$ cat src/rtl/fxp_pkg.sv
// Shared fixed-point definitions for the convolution datapath:
// default Q2.30 format, its saturation limits, the accumulator FSM
// state type and a Q2.30 saturate helper for any stage that holds a
// wider signed intermediate.
package fxp_pkg;

    localparam int WIDTH_DEF     = 32;
    localparam int FRAC_SIZE_DEF = 30;

    localparam logic [31:0] Q2_30_MAX = 32'h7FFF_FFFF;
    localparam logic [31:0] Q2_30_MIN = 32'h8000_0000;

    localparam logic signed [63:0] Q2_30_LIM_HI = 64'sd2147483647;
    localparam logic signed [63:0] Q2_30_LIM_LO = -64'sd2147483648;

    typedef enum logic [1:0] {
        IDLE  = 2'd0,
        ACCUM = 2'd1,
        DONE  = 2'd2
    } state_e;

    // Clamp a sign-extended 64-bit intermediate into Q2.30.
    function automatic logic [31:0] saturate_q2_30(input logic signed [63:0] val);
        logic [31:0] res;
        if (val > Q2_30_LIM_HI) begin
            res = Q2_30_MAX;
        end else if (val < Q2_30_LIM_LO) begin
            res = Q2_30_MIN;
        end else begin
            res = val[31:0];
        end
        return res;
    endfunction

endpackage

$ cat src/rtl/fxp_saturate.sv
// Combinational clamp from a WIDTH+GUARD signed accumulator down to a
// WIDTH signed result. The value fits only when all guard bits and the
// result sign bit agree; otherwise it is pinned to MAX or MIN by the
// accumulator sign.
module fxp_saturate
    import fxp_pkg::*;
#(
    parameter int WIDTH = WIDTH_DEF,
    parameter int GUARD = 8
) (
    input  logic signed [WIDTH+GUARD-1:0] acc,
    output logic signed [WIDTH-1:0]       sat
);

    localparam int ACC_W = WIDTH + GUARD;
    localparam logic signed [WIDTH-1:0] MAX_V = {1'b0, {(WIDTH-1){1'b1}}};
    localparam logic signed [WIDTH-1:0] MIN_V = {1'b1, {(WIDTH-1){1'b0}}};

    logic [GUARD:0] hi_bits;

    assign hi_bits = acc[ACC_W-1:WIDTH-1];

    // Pass the low bits through unless the upper bits are not a pure sign extension
    always_comb begin
        sat = acc[WIDTH-1:0];
        if (hi_bits != {(GUARD+1){acc[ACC_W-1]}}) begin
            sat = acc[ACC_W-1] ? MIN_V : MAX_V;
        end
    end

endmodule

$ cat src/rtl/fixed_point_accumulator.sv
// Window accumulator: sums bias plus LEN signed Q2.30 products in a
// WIDTH+GUARD accumulator, saturates once at the end of the window and
// holds the result on a valid/ready output until it is taken. Input is
// stalled (in_ready low) while a result is held.
// Optional build macro FXP_ACC_RELU_EN: clamp negative results to zero
// after saturation.
module fixed_point_accumulator
    import fxp_pkg::*;
#(
    parameter int WIDTH     = WIDTH_DEF,
    parameter int FRAC_SIZE = FRAC_SIZE_DEF,
    parameter int LEN       = 25,
    parameter int GUARD     = 8
) (
    input  logic                    clk,
    input  logic                    rst_n,
    input  logic                    clear,
    input  logic signed [WIDTH-1:0] bias,
    input  logic signed [WIDTH-1:0] in_data,
    input  logic                    in_valid,
    output logic                    in_ready,
    output logic signed [WIDTH-1:0] out_data,
    output logic                    out_valid,
    input  logic                    out_ready
);

    localparam int ACC_W = WIDTH + GUARD;
    localparam int CNT_W = 8;
    localparam logic [CNT_W-1:0] LAST_CNT = CNT_W'(LEN - 1);

    if (LEN < 1 || LEN > 255 || FRAC_SIZE >= WIDTH || GUARD < 1) begin : g_bad_params
        $error("fixed_point_accumulator: illegal LEN/FRAC_SIZE/GUARD");
    end

    state_e                  state_q, state_d;
    logic [CNT_W-1:0]        count_q, count_d;
    logic signed [ACC_W-1:0] acc_q, acc_d;
    logic signed [ACC_W-1:0] acc_sum;
    logic signed [WIDTH-1:0] out_data_q, out_data_d;
    logic                    out_valid_q, out_valid_d;
    logic signed [WIDTH-1:0] sat_val;
    logic signed [WIDTH-1:0] res_val;
    logic                    last_beat;

    // in_ready depends on state only, never on out_ready
    assign in_ready  = (state_q != DONE);
    assign out_data  = out_data_q;
    assign out_valid = out_valid_q;

    // Accumulator value after a beat: a window starts from bias, later beats add to ACC
    always_comb begin
        if (state_q == IDLE) begin
            acc_sum = {{GUARD{bias[WIDTH-1]}}, bias}
                    + {{GUARD{in_data[WIDTH-1]}}, in_data};
        end else begin
            acc_sum = acc_q + {{GUARD{in_data[WIDTH-1]}}, in_data};
        end
    end

    fxp_saturate #(
        .WIDTH (WIDTH),
        .GUARD (GUARD)
    ) u_sat (
        .acc (acc_sum),
        .sat (sat_val)
    );

    // Optional ReLU on the already saturated window result
    always_comb begin
`ifdef FXP_ACC_RELU_EN
        res_val = sat_val[WIDTH-1] ? '0 : sat_val;
`else
        res_val = sat_val;
`endif
    end

    // Flags the beat that completes the window
    always_comb begin
        last_beat = 1'b0;
        if (state_q == IDLE) begin
            last_beat = (LEN == 1);
        end else if (state_q == ACCUM) begin
            last_beat = (count_q == LAST_CNT);
        end
    end

    // Next-state logic; clear overrides any beat or output handshake
    always_comb begin
        state_d     = state_q;
        count_d     = count_q;
        acc_d       = acc_q;
        out_data_d  = out_data_q;
        out_valid_d = out_valid_q;
        if (clear) begin
            state_d     = IDLE;
            count_d     = '0;
            acc_d       = '0;
            out_valid_d = 1'b0;
        end else begin
            case (state_q)
                IDLE, ACCUM: begin
                    if (in_valid) begin
                        acc_d   = acc_sum;
                        count_d = (state_q == IDLE) ? CNT_W'(1) : count_q + 1'b1;
                        if (last_beat) begin
                            state_d     = DONE;
                            out_data_d  = res_val;
                            out_valid_d = 1'b1;
                        end else begin
                            state_d = ACCUM;
                        end
                    end
                end
                DONE: begin
                    if (out_ready) begin
                        state_d     = IDLE;
                        count_d     = '0;
                        out_valid_d = 1'b0;
                    end
                end
                default: begin
                    state_d     = IDLE;
                    count_d     = '0;
                    acc_d       = '0;
                    out_valid_d = 1'b0;
                end
            endcase
        end
    end

    // State, counter, accumulator and registered output; reset discards everything
    always_ff @(posedge clk or negedge rst_n) begin
        if (!rst_n) begin
            state_q     <= IDLE;
            count_q     <= '0;
            acc_q       <= '0;
            out_data_q  <= '0;
            out_valid_q <= 1'b0;
        end else begin
            state_q     <= state_d;
            count_q     <= count_d;
            acc_q       <= acc_d;
            out_data_q  <= out_data_d;
            out_valid_q <= out_valid_d;
        end
    end

endmodule

$ cat config.mk
export PLATFORM = sky130hd
export DESIGN_NAME = fixed_point_accumulator
export DESIGN_NICKNAME = d
export VERILOG_FILES = /design/src/rtl/fxp_pkg.sv /design/src/rtl/fxp_saturate.sv /design/src/rtl/fixed_point_accumulator.sv
export SDC_FILE = /design/constraint.sdc
export NUM_CORES = 1
export LEC_CHECK = 0
export ABC_AREA = 1
export CORE_UTILIZATION = 57
export CTS_BUF_LIST = sky130_fd_sc_hd__clkbuf_2 sky130_fd_sc_hd__clkbuf_4 sky130_fd_sc_hd__clkbuf_8
export CTS_CLUSTER_SIZE = 28
export DETAILED_ROUTE_END_ITERATION = 6
export HOLD_SLACK_MARGIN = 0.1
export PLACE_DENSITY = 0.81
export SLEW_MARGIN = 10
export SYNTH_ARGS = -nofsm -noshare
export SYNTH_HDL_FRONTEND = slang
export SYNTH_SLANG_ARGS = --single-unit
$ cat constraint.sdc
create_clock -name clk -period 7.6 [get_ports clk]
set_input_delay 2.28 -clock clk [delete_from_list [all_inputs] [get_ports clk]]
set_output_delay 2.28 -clock clk [all_outputs]
set_load 0.01 [all_outputs]
==> results of run 1 <==
==> path summary, 6_finish.rpt <==
path                                               from                  endpoint  slack, ns  cells after the start
worst max-delay path                         in_data[0]  out_data[20]$_DFFE_PN0P_       2.11                     20
worst min register to register  out_data[8]$_DFFE_PN0P_   out_data[8]$_DFFE_PN0P_       0.50                      2
worst max register to register     acc_q[0]$_DFFE_PN0P_  out_data[20]$_DFFE_PN0P_       4.09                     19
worst min-delay path            out_data[8]$_DFFE_PN0P_   out_data[8]$_DFFE_PN0P_       0.50                      2
max in group asynchronous                         rst_n      acc_q[1]$_DFFE_PN0P_       4.68                      2
min in group asynchronous                         rst_n     acc_q[30]$_DFFE_PN0P_       1.77                      1
==> through the flow <==
stage	power, mW	area [sq um]	worst slack, ns
6_report	1.65	10200	2.11
5_1_grt	1.75	10200	1.82
4_1_cts	1.63	10200	2.16
3_5_place_dp	1.26	10000	1.78
3_3_place_gp	1.26	10000	1.84
2_1_floorplan	1.03	8870	3.12
==> cells in the final DEF (no fill, tap or decap), types with 3 or more instances in the layout <==
| cell type | synthesis | final |
|---|---|---|
| nand2_1 | 548 | 547 |
| inv_1 | 196 | 196 |
| nor2_1 | 118 | 118 |
| clkdlybuf4s50_1 | 0 | 101 |
| o21ai_0 | 90 | 90 |
| a21oi_1 | 89 | 89 |
| dfrtp_1 | 83 | 83 |
| ha_1 | 73 | 73 |
| nand3_1 | 64 | 64 |
| o21bai_1 | 16 | 16 |
| nand2_2 | 14 | 15 |
| nor3_1 | 15 | 14 |
| xnor2_1 | 13 | 13 |
| a22o_1 | 12 | 12 |
| or2_2 | 11 | 11 |
| nor2_2 | 10 | 10 |
| nand3_2 | 10 | 10 |
| clkbuf_8 | 0 | 9 |
| a21o_1 | 8 | 8 |
| nor4_1 | 7 | 7 |
| buf_4 | 2 | 6 |
| xor2_1 | 5 | 5 |
| o21a_1 | 5 | 5 |
| nand4_1 | 4 | 4 |
| a31oi_1 | 4 | 4 |
| inv_8 | 0 | 4 |
| and2_1 | 3 | 3 |
| a32oi_1 | 3 | 3 |
==> state kept, by name, indices dropped and copies added (netlist names) <==
| register | cells |
|---|---|
| count_q | 8 |
| state_q | 2 |
| acc_q | 40 |
| out_data | 32 |
| out_valid | 1 |
==> worst max-delay path, cell delays in order <==
cell and delay (ns):
clkdlybuf4s50_1 0.44, ha_1 0.28, fa_1 0.47, nand2_1 0.12
nand3_1 0.13, nand3_1 0.11, nand3_1 0.15, nand2_1 0.11
nand2_1 0.13, nand2_1 0.13, nand3_1 0.08, nand3_1 0.17
nand2_1 0.09, nand3_1 0.09, nor2_1 0.05, nand2_2 0.10
nand3_2 0.47, nand2_1 0.24, nand2_1 0.07, nand2_1 0.07
==> routing by layer <==
layer | GRT usage | vias up | part of all wire
met4 | 0.141 | 0 | 0.033
li1 | - | 4827 | -
met1 | 0.487 | 4393 | 0.45
met5 | 0 | - | 0
met2 | 0.566 | 439 | 0.43
met3 | 0.0502 | 61 | 0.087
==> power by group through the flow <==
| stage | Combinational, mW | Clock (mW) | Sequential (mW) |
|---|---|---|---|
| floorplan | 0.528 | 0 | 0.503 |
| global placement | 0.750 | 0 | 0.506 |
| detailed placement | 0.758 | 0 | 0.506 |
| CTS | 0.763 | 0.369 | 0.498 |
| global route | 0.861 | 0.384 | 0.502 |
| finish | 0.779 | 0.370 | 0.499 |
==> layout make-up <==
| class | instances | area share |
|---|---|---|
| multi-input combinational | 1147 | 0.577 |
| sequential | 83 | 0.203 |
| tap | 188 | 0.0230 |
| clock buffer | 9 | 0.0121 |
| clock inverter | 7 | 0.00894 |
| inverter | 198 | 0.0727 |
| timing repair buffer | 107 | 0.103 |
==> cells by family after synthesis <==
family                   Yosys count
AO/OA/AOI/OAI                    240
XOR/XNOR                          18
adder cells (fa/ha/maj)           75
buffers and inverters            225
flip-flops                        83
AND/OR/NAND/NOR                  814
==> run summary, run 1 <==
Clock transition at path regs: 0.10 ns
Period Utilization, post-route: 0.722
Number of global-route vias before repair: 9133
WL per Instance: 16.2 microns
Antenna viol nets, final: 0
Clock skew: 0.0136 ns
I/O Pins: 103
Clock power share: 0.224
Largest net degree at the start of global routing: 64
Routed vias: 9720
Status: finished, final reports clean
First-pass GRT wire length: 44500 microns
Worst slew margin: 0.351
# diodes: 0
Flop pwr share: 0.303
Resize count post-CTS: 0
Max cap viols: 0
Post-CTS Hold Buffers: 0
Total placed cells including tap cells: 1723
Share of cells above drive strength 1: 0.0529
Critical Path Source Type: input pin
Post-synthesis xor/xnor area fraction: 0.0178
CTS tree: built
First DRT Iteration DRCs: 896
Setup Buffers After CTS: 0
Fillers: 1436
Reg area: 2080 sq um
Final WL: 28200 microns
Die Ht: 127 microns
Min Tclk post-route: 5.49 ns
Final hold vios: 0
Synth cell count leaders: nand2_1, inv_1, nor2_1
Peak Freq: 182 MHz
Top post-synthesis cells by area: dfrtp_1, nand2_1, ha_1, inv_1, o21ai_0
Max-slew violation count: 0
Antenna violations before repair: 0
Maximum VDD drop: 0.0924 mV
H-tree depth: 3
Post-synthesis mux area share: 0
Critical path capture point type: flip-flop
Total net switching power: 0.736 mW
Post-synth ARST share: 1.00
Main combinational cell family by area after synthesis: simple AND/OR/NAND/NOR gates
Core Region: 15200 sq um
Row count: 45
Worst hold slack: 0.495 ns
Pint: 0.911 mW
Syn nets: 1599
Global Route Usage Sum: 0.355
DIE AREA: 16100 sq um
Mean Syn Cell Area: 6.09 sq um
Area growth, synth to finish: 15.2%
Class of the most critical setup path: input pin to flip-flop
Synth Area in Simple Gates: 0.383
Most used DFF post-synth: dfrtp_1
Total gr overflow: 0
Overall die width: 127 microns
Switch share: 0.447
Initial core utilization: 0.583
Area of the multi-input gates: 5890 sq um
Clock Tree Buf Depth: 2
Area leader, netlist: dfrtp_1
CP Data Required Time: 7.91 ns
Clock net sink count: 83
Hold WC Path Type: flip-flop to flip-flop
Yosys warnings: 0
Final setup TNS: 0 ns
Synth Cell Area: 8870 sq um
Crit path DAT: 5.79 ns
Post-synthesis compound-gate area fraction: 0.155
Synth Area in Adders: 0.108
DP Wirelength: 22200 microns
Clk root buf: clkbuf_8
Clk Latency, worst-skew pair: 0.38 ns
Remaining design rule violation count: 0
Final net count: 1690
Least-Margin Pin Slew: 0.972 ns
Crit-path max FO: 31
Gate power share: 0.473
Register area share after synthesis: 0.234
Pwr dens: 161 nW/um^2
Register bit total from synthesis: 83
Fin cells: 1739
Final setup vio count: 0
Port Buf Inserts: 102
Count leader, synth: nand2_1
Number of flops mapped to enable cells by yosys: 0
First-pass DRT Iterations: 5
P_leak: 5.53 nW
RSZ-0062 raised after global routing: no
Cells after Synth: 1455
Post-synth top area share: 0.234
Placer Congestion: 0.945
Synth unique cells: 47
Routed vias/inst: 5.59
Clock buffer count from CTS: 9
Post-layout util: 0.672
No activity file was read; power rests on OpenSTA's default activity.
==> run 2: changes to the inputs <==
--- a/config.mk
+++ b/config.mk
@@ -6,12 +6,12 @@
 export NUM_CORES = 1
 export LEC_CHECK = 0
 export ABC_AREA = 1
-export CORE_UTILIZATION = 57
+export CORE_UTILIZATION = 54
 export CTS_BUF_LIST = sky130_fd_sc_hd__clkbuf_2 sky130_fd_sc_hd__clkbuf_4 sky130_fd_sc_hd__clkbuf_8
 export CTS_CLUSTER_SIZE = 28
 export DETAILED_ROUTE_END_ITERATION = 6
 export HOLD_SLACK_MARGIN = 0.1
-export PLACE_DENSITY = 0.81
+export PLACE_DENSITY = 0.8
 export SLEW_MARGIN = 10
 export SYNTH_ARGS = -nofsm -noshare
 export SYNTH_HDL_FRONTEND = slang
==> constraint.sdc (replaced) <==
create_clock -name clk -period 5 [get_ports clk]
set_input_delay 1.5 -clock clk [delete_from_list [all_inputs] [get_ports clk]]
set_output_delay 1.5 -clock clk [all_outputs]
set_load 0.01 [all_outputs]
==> run summary, run 2 (synthesis gave the netlist of run 1 again) <==
Pwr dens: 252 nW/um^2
CP Data Required Time: 5.28 ns
Dpl cell area: 10100 sq um
Max-slew violation count: 0
Min Tclk post-route: 4.49 ns
Overall die width: 130 microns
Area growth, synth to finish: 16.8%
Critical path capture point type: flip-flop
R2R Path End: out_data[17]$_DFFE_PN0P_
Core Region: 15900 sq um
Antenna violations before repair: 0
Global Route Usage Sum: 0.339
Max reg flops: 40
Port Buf Inserts: 102
First-pass DRT Iterations: 5
Biggest register: acc_q
Crit path DAT: 4.77 ns
Depth of the worst register-to-register path: 21
Resize count post-CTS: 0
Clk root buf: clkbuf_8
Final WL: 28000 microns
Worst R2R Start: acc_q[0]$_DFFE_PN0P_
Clock buffer count from CTS: 9
DIE AREA: 16900 sq um
Least-Margin Pin Slew: 0.996 ns
Clock skew: 0.00934 ns
Final hold vios: 0
Total gr overflow: 0
Die Ht: 130 microns
Critical Path Start: in_data[0]
Total power: 2.61 mW
# diodes: 0
Number of global-route vias before repair: 8797
First-pass GRT wire length: 43700 microns
Final Cell Area: 10400 sq um
Row count: 46
Antenna viol nets, final: 0
Final setup vio count: 0
Worst slew margin: 0.336
Clock transition at path regs: 0.09 ns
Period Utilization, post-route: 0.898
Routed vias/inst: 5.43
CTS tree: built
WL per Instance: 15.8 microns
Setup Buffers After CTS: 0
RSZ-0062 raised after global routing: no
Clock net sink count: 83
Clock Tree Buf Depth: 2
Maximum VDD drop: 0.135 mV
Initial core utilization: 0.556
End of the critical path: out_data[26]$_DFFE_PN0P_
Final setup TNS: 0 ns
Peak Freq: 223 MHz
P_leak: 5.59 nW
I/O Pins: 103
FF-to-FF setup slack: 1.73 ns
Most frequent cells in the layout: nand2_1, inv_1, nor2_1, clkdlybuf4s50_1, o21ai_0
Class of the most critical setup path: input pin to flip-flop
Routed vias: 9640
Crit-path max FO: 4
Placer Congestion: 0.989
Share of cells above drive strength 1: 0.0571
Largest net degree at the start of global routing: 69
DP Wirelength: 22100 microns
H-tree depth: 3
Status: finished, final reports clean
Final net count: 1697
Remaining design rule violation count: 0
Commonest non-fill, non-tap cell in the layout: nand2_1
HP Start: out_data[15]$_DFFE_PN0P_
Post-CTS Hold Buffers: 0
First DRT Iteration DRCs: 720
Max cap viols: 0
Hold WC Path Type: flip-flop to flip-flop
Clk Latency, worst-skew pair: 0.39 ns
Critical Path Source Type: input pin
[run 2: how the worst min path moves through the flow]
stage                               end  cells after the start
2_1_floorplan     acc_q[10]$_DFFE_PN0P_                      2
3_3_place_gp      out_valid$_DFFE_PN0P_                      2
3_5_place_dp   out_data[15]$_DFFE_PN0P_                      2
4_1_cts        out_data[15]$_DFFE_PN0P_                      2
5_1_grt           acc_q[25]$_DFFE_PN0P_                      2
6_report       out_data[15]$_DFFE_PN0P_                      2
[run 2: final cells by class]
type	count	area [sq um]
Multi-Input combinational cell	1147	5890
Fill cell	1549	5580
Sequential cell	83	2080
Timing Repair Buffer	114	1120
Inverter	198	743
Tap cell	216	270
Clock buffer	10	138
Clock inverter	6	119
[run 2: stage by stage]
stage                util  cells  hold WS [ns]  setup WS (ns)
detailed placement  0.634   1758         0.466          0.162
CTS                 0.650   1774         0.499          0.575
global placement    0.634   1758         0.470          0.229
floorplan               -   1455         0.457           1.30
finish              0.650   1774         0.495          0.509
global route        0.650   1774         0.514          0.259
[run 2: worst max-delay path, cell delays in order]
cell and delay, ns:
clkdlybuf4s50_1 0.51, ha_1 0.24, fa_1 0.28, nand2_1 0.09, nand3_1 0.13, nand3_1 0.09, nand2_1 0.16, inv_1 0.08
o21ai_0 0.57, nand2_1 0.10, nand2_1 0.14, nand3_1 0.08, nand3_1 0.14, xnor2_1 0.13, nand2_1 0.06, nand2_1 0.16
inv_1 0.07, nand2_1 0.06, nand2_1 0.05, nand2_1 0.06, nand2_1 0.05
[run 2: power breakdown]
part	total, mW	switching [mW]	leakage (nW)	internal, mW
Clock	0.642	0.290	0.129	0.352
Combinational	1.21	0.776	4.35	0.431
Sequential	0.758	0.0362	1.11	0.722
Total	2.61	1.10	5.59	1.50
[run 2: routing by layer]
metal,global-route usage,part of all wire,up-vias
met3,0.0525,0.076,46
met2,0.548,0.44,382
met4,0.0964,0.021,0
li1,-,-,4848
met1,0.468,0.46,4364
met5,0,0,-
==> run 3: changes to the inputs <==
--- a/config.mk
+++ b/config.mk
@@ -10,9 +10,9 @@
 export CTS_BUF_LIST = sky130_fd_sc_hd__clkbuf_2 sky130_fd_sc_hd__clkbuf_4 sky130_fd_sc_hd__clkbuf_8
 export CTS_CLUSTER_SIZE = 28
 export DETAILED_ROUTE_END_ITERATION = 6
-export HOLD_SLACK_MARGIN = 0.1
+export HOLD_SLACK_MARGIN = 0.15
 export PLACE_DENSITY = 0.8
-export SLEW_MARGIN = 10
+export SLEW_MARGIN = 20
 export SYNTH_ARGS = -nofsm -noshare
 export SYNTH_HDL_FRONTEND = slang
 export SYNTH_SLANG_ARGS = --single-unit
==> results of run 3 <==
Final layout, timing and power as in run 2 (identical DEF).
